<file path="config.mk">
export PLATFORM = sky130hd
export DESIGN_NAME = spi_master_mcs
export DESIGN_NICKNAME = d
export VERILOG_FILES = /design/src/rtl/spi_master_mcs.sv
export SDC_FILE = /design/constraint.sdc
export NUM_CORES = 1
export LEC_CHECK = 0
export CAP_MARGIN = 20
export CORE_AREA = 2 2 107 109
export CTS_CLUSTER_SIZE = 10
export DETAILED_ROUTE_END_ITERATION = 10
export DIE_AREA = 0 0 109 111
export RECOVER_POWER = 100
export SYNTH_ARGS = -nofsm -noshare
export SYNTH_HDL_FRONTEND = slang
export SYNTH_SLANG_ARGS = --single-unit
</file>
<file path="constraint.sdc">
create_clock -name clk_clk -period 1.8 [get_ports clk_clk]
set_input_delay 0.36 -clock clk_clk [delete_from_list [all_inputs] [get_ports clk_clk]]
set_output_delay 0.36 -clock clk_clk [all_outputs]
set_load 0.05 [all_outputs]
</file>
<file path="src/rtl/spi_master_mcs.sv">
// spi_master_mcs: command-driven multi-slave SPI master with per-command length, mode and chip-select hold
module spi_master_mcs #(
    parameter int NUM_SS  = 2,
    parameter int DATA_W  = 16,
    parameter int CLK_DIV = 4,
    localparam int SS_W   = (NUM_SS > 1) ? $clog2(NUM_SS) : 1,
    localparam int LEN_W  = $clog2(DATA_W)
) (
    input  logic              clk_clk,
    input  logic              reset_reset,
    input  logic              cmd_valid,
    output logic              cmd_ready,
    input  logic [DATA_W-1:0] cmd_data,
    input  logic [LEN_W-1:0]  cmd_len,
    input  logic [SS_W-1:0]   cmd_ss,
    input  logic              cmd_cpol,
    input  logic              cmd_cpha,
    input  logic              cmd_keep_ss,
    output logic              rsp_valid,
    output logic [DATA_W-1:0] rsp_data,
    output logic              busy,
    output logic              SCLK,
    output logic              MOSI,
    input  logic              MISO,
    output logic [NUM_SS-1:0] SS_n
);
    localparam int CNT_W = (CLK_DIV > 1) ? $clog2(CLK_DIV) : 1;

    typedef enum logic [2:0] {IDLE, SWITCH, SETUP, XFER, HOLD, GAP} state_t;

    state_t            r_state, w_next;
    logic [CNT_W-1:0]  r_cnt;
    logic [LEN_W:0]    r_half;
    logic [DATA_W-1:0] r_tx, r_rx, r_rsp_data;
    logic [LEN_W-1:0]  r_len;
    logic [SS_W-1:0]   r_ss;
    logic              r_cpha, r_keep, r_held, r_mosi, r_sclk, r_rsp_valid;
    logic              w_accept, w_tick, w_last, w_sel, w_done;
    logic [DATA_W-1:0] w_tx_align;
    logic [NUM_SS-1:0] w_onehot;

    assign cmd_ready  = (r_state == IDLE) && !reset_reset;
    assign w_accept   = cmd_valid && cmd_ready;
    assign w_tick     = r_cnt == CNT_W'(CLK_DIV - 1);
    assign w_last     = r_half == {r_len, 1'b1};
    assign w_done     = (r_state != IDLE) && (w_next == IDLE);
    assign w_tx_align = cmd_data << (LEN_W'(DATA_W - 1) - cmd_len);
    assign w_sel      = (r_state inside {SETUP, XFER, HOLD}) || (r_state == IDLE && r_held);
    assign SS_n       = w_sel ? ~w_onehot : '1;
    assign SCLK       = r_sclk;
    assign MOSI       = r_mosi;
    assign busy       = r_state != IDLE;
    assign rsp_valid  = r_rsp_valid;
    assign rsp_data   = r_rsp_data;

    // Decode the latched slave index; out-of-range indices select nobody
    always_comb begin
        w_onehot = '0;
        for (int i = 0; i < NUM_SS; i++)
            w_onehot[i] = r_ss == SS_W'(i);
    end

    // State register
    always_ff @(posedge clk_clk)
        r_state <= reset_reset ? IDLE : w_next;

    // Next-state: every timed state ends on a divider tick, XFER after 2N half-periods
    always_comb begin
        w_next = r_state;
        case (r_state)
            IDLE:    if (w_accept) w_next = (r_held && cmd_ss != r_ss) ? SWITCH : SETUP;
            SWITCH:  if (w_tick) w_next = SETUP;
            SETUP:   if (w_tick) w_next = XFER;
            XFER:    if (w_tick && w_last) w_next = HOLD;
            HOLD:    if (w_tick) w_next = r_keep ? IDLE : GAP;
            GAP:     if (w_tick) w_next = IDLE;
            default: w_next = IDLE;
        endcase
    end

    // Datapath: command latch, half-period divider, SCLK/MOSI generation, MISO capture, response
    always_ff @(posedge clk_clk) begin
        if (reset_reset) begin
            r_cnt       <= '0;
            r_half      <= '0;
            r_tx        <= '0;
            r_rx        <= '0;
            r_len       <= '0;
            r_ss        <= '0;
            r_cpha      <= 1'b0;
            r_keep      <= 1'b0;
            r_held      <= 1'b0;
            r_mosi      <= 1'b0;
            r_sclk      <= 1'b0;
            r_rsp_valid <= 1'b0;
            r_rsp_data  <= '0;
        end else begin
            r_cnt       <= (r_state == IDLE || w_tick) ? '0 : r_cnt + 1'b1;
            r_rsp_valid <= w_done;
            if (w_done)
                r_rsp_data <= r_rx;
            if (w_accept) begin
                r_tx   <= (w_next == SETUP && !cmd_cpha) ? w_tx_align << 1 : w_tx_align;
                r_rx   <= '0;
                r_half <= '0;
                r_len  <= cmd_len;
                r_ss   <= cmd_ss;
                r_cpha <= cmd_cpha;
                r_keep <= cmd_keep_ss;
                r_held <= 1'b0;
                r_sclk <= cmd_cpol;
                if (w_next == SETUP && !cmd_cpha)
                    r_mosi <= w_tx_align[DATA_W-1];
            end
            // CPHA=0 presents the first bit before the first SCLK edge
            if (r_state == SWITCH && w_tick && !r_cpha) begin
                r_mosi <= r_tx[DATA_W-1];
                r_tx   <= r_tx << 1;
            end
            // Even half-period ends are leading edges, odd ones trailing
            if (r_state == XFER && w_tick) begin
                r_half <= r_half + 1'b1;
                r_sclk <= ~r_sclk;
                if (r_half[0] == r_cpha)
                    r_rx <= {r_rx[DATA_W-2:0], MISO};
                if (r_half[0] != r_cpha && !w_last) begin
                    r_mosi <= r_tx[DATA_W-1];
                    r_tx   <= r_tx << 1;
                end
            end
            if (r_state == HOLD && w_tick && r_keep)
                r_held <= {1'b0, r_ss} < (SS_W + 1)'(NUM_SS);
        end
    end
endmodule

</file>
==> reports/qor.txt <==
DRC Markers: 0
top_reg_cell synth: dfxtp_1
met2 usage: 29.4%
worst min path class: input pin to register
DR iter-0 viols: 176
fraction of registers with async set/reset: 0%
I/O pins: 51
width of the die: 109 um
critical path launch point type: register
grt met1 use: 19.3%
Final Skew: 0.00946 ns
fin cells: 677
Tcrit/Tclk final: 112%
Ys Warns: 0
layout cell share with drive strength beyond 1: 33.0%
WHS Endpoint: r_ss$_SDFFE_PP0P_
Max Root-Sink Buffers: 2
CTS tree: done
initial antenna violation count: 0
Min Hold Slack: 0.405 ns
Peak VDD IR: 0.566 mV
Synth top area share: 36.6%
clock transition at the registers of the reported paths: 0.06 ns
largest net degree at the start of global routing: 37
setup_tns: -4.02 ns
Final ANT Viol Nets: 0
All-Layer GR Usage: 16.4%
Leak: 2.38 nW
sequential-to-total area share from yosys stat: 36.6%
Die Y: 111 um
hold path cells: 3
Worst-Margin Slew: 0.603 ns
total power draw: 0.00418 W
post-place setup slack: -0.769 ns
CP Data Required Time: 2.02 ns
Setup CP Type: register to register
met3 GRT Util: 2.23%
failing checks: negative setup slack
Tmin final: 2.01 ns
Syn Area/Cell: 9.13 sq um
most frequent cell after synthesis: dfxtp_1
hold buffers post-CTS: 0
hold path start: cmd_ss
worst r2r src: r_cnt[0]$_SDFF_PP0_
Via Count: 3498
final hold viol count: 0
Reg-to-Reg End: MOSI$_SDFF_PP0_
worst r2r path cells: 8
ranking of synthesized cells by area: dfxtp_1 37%, mux4_2 8.9%, mux2i_1 8.7%, nor2_1 5.9%, nand2_1 4.4%
DIE AREA: 12100 sq um
post-synthesis instance total: 414
final worst slack: -0.212 ns
Clock Sinks: 69
max-slew headroom at the worst pin: 60.0%
grt ovf: 0
synth cell count leaders: 69 x dfxtp_1, 59 x nor2_1, 44 x nand2_1
routed len/inst: 14.6 um
number of synthesized register bits: 69
Core Rows: 39
Clock Tree Root: clkbuf_16
pwr dens: 771 nW/um^2
placed cells: 648
mapped cell area: 3780 sq um
Antenna Cells: 0
vias in the first global route: 3481
Clk Latency, worst-skew pair: 0.33 ns
drt via density: 5.17
Synth area leader: dfxtp_1
Critical Path Fanout Max: 8
internal reg-to-reg setup slack: -0.21 ns
RSZ-0062 raised after global routing: true
status: complete, but fails checks
HPWL Detailed: 6910 um
Starting Density: 34.1%
Buffers on Ports: 50
Net Count, Synth: 444
Post-synth EDFFs: 0
synth-to-layout area growth: 43.6%
gr busiest metal: met2
Distinct cells, synth: 58
first-pass detailed-route iteration total: 4
core area: 11100 sq um
Max Transition Viols Final: 0
first-pass GRT wire length: 16100 um
Max-Cap Viols: 0
total wire length: 9910 um
endpoint class of the critical path: register
Final nets: 559
gpl congestion: 0.865
fill count: 1015
setup violators final: 33
CTS Buf Count: 9
htree depth: 3
fmax: 0.497 GHz
Arrival @ worst endpoint: 2.23 ns
[routing by layer]
layer	wire, um	up-vias	share of wire [%]
li1	-	1734	-
met1	4350	1677	44
met2	5110	75	52
met3	301	12	3.0
met4	150	0	1.5
met5	0	-	0
[through the flow]
step           area (sq um)  utilization [%]
2_1_floorplan          3810                -
3_3_place_gp           4840             43.7
3_5_place_dp           4840             43.7
4_1_cts                5330             48.1
5_1_grt                5430             49.0
6_report               5430             49.0
[sequential cells by signal, indices dropped and copies added, names as in the netlist, 2 cells and up]
name	flops
r_rx	16
r_tx	16
rsp_data	16
r_half	5
r_len	4
r_state	3
r_cnt	2
[cells in the final DEF, fill, tap and decap left out, types with 3 or more instances in the layout]
cell,count
buf_4,70
dfxtp_1,62
nor2_1,55
nand2_1,42
mux2i_1,31
a22oi_1,21
clkbuf_1,18
clkdlybuf4s50_1,16
mux4_2,15
nand3_1,14
buf_6,12
o21ai_0,11
a21oi_1,11
clkbuf_16,10
dlygate4sd2_1,7
o21ai_2,6
a311oi_1,6
buf_12,6
dfxtp_2,6
nor2_2,5
nand2b_1,5
and2_1,5
xor2_1,4
nor2b_1,4
a31oi_1,4
a211oi_1,4
mux2_4,4
o21a_1,4
inv_6,4
nor3_4,3
inv_1,3
nand4_1,3
o21ai_1,3
dlymetal6s2s_1,3
[final cells by class]
type	instances	area (sq um)	share of cell area [%]
clock buffer	9	225	4.15
clock inverter	7	103	1.89
timing repair buffer	136	1150	21.3
multi-input combinational	309	2360	43.5
inverter	4	15.0	0.277
tap	143	179	3.30
sequential	69	1390	25.7
[where the power goes]
group	total, W	leakage (nW)	internal, W	switching [W]
logic	0.000661	1.66	0.000342	0.000319
registers	0.00160	0.563	0.00157	0.0000301
clock network	0.00192	0.157	0.00123	0.000693
total	0.00418	2.38	0.00314	0.00104
[cells by family after synthesis]
group | synth area share, %
adders and majority gates | 0.662
muxes | 19.9
buffers and inverters | 5.10
DFF | 36.6
xor gates and xnor gates | 1.16
AOI/OAI and AO/OA | 16.9
and+or+nand+nor | 19.7
[worst max-delay path by stage]
stage	startpoint	to	slack [ns]	cells after the start
after CTS	r_cnt[0]$_SDFF_PP0_	MOSI$_SDFF_PP0_	-0.17	8
after detailed placement	cmd_len[1]	r_tx[15]$_SDFF_PP0_	-0.77	8
after global placement	cmd_len[1]	r_tx[15]$_SDFF_PP0_	-0.71	8
after floorplan	r_cnt[0]$_SDFF_PP0_	MOSI$_SDFF_PP0_	-0.07	9
after global routing	r_cnt[0]$_SDFF_PP0_	MOSI$_SDFF_PP0_	-0.26	8
final	r_cnt[0]$_SDFF_PP0_	MOSI$_SDFF_PP0_	-0.21	8
[worst max-delay path: stages, from the launching register on]
cell and delay, ns:
dfxtp_2 0.33, ha_4 0.17, nor4bb_4 0.15, o21bai_1 0.20
o221a_2 0.26, nand4b_4 0.16, buf_12 0.18, o211a_1 0.20
a221o_1 0.25
[repair_timing]
action,in CTS,in global routing
buffers inserted,6,5
gates cloned,1,1
pin swaps,14,9
endpoints found under the setup margin,39,53
gates resized for setup,43,31
Power figures use the tool's default switching activity.
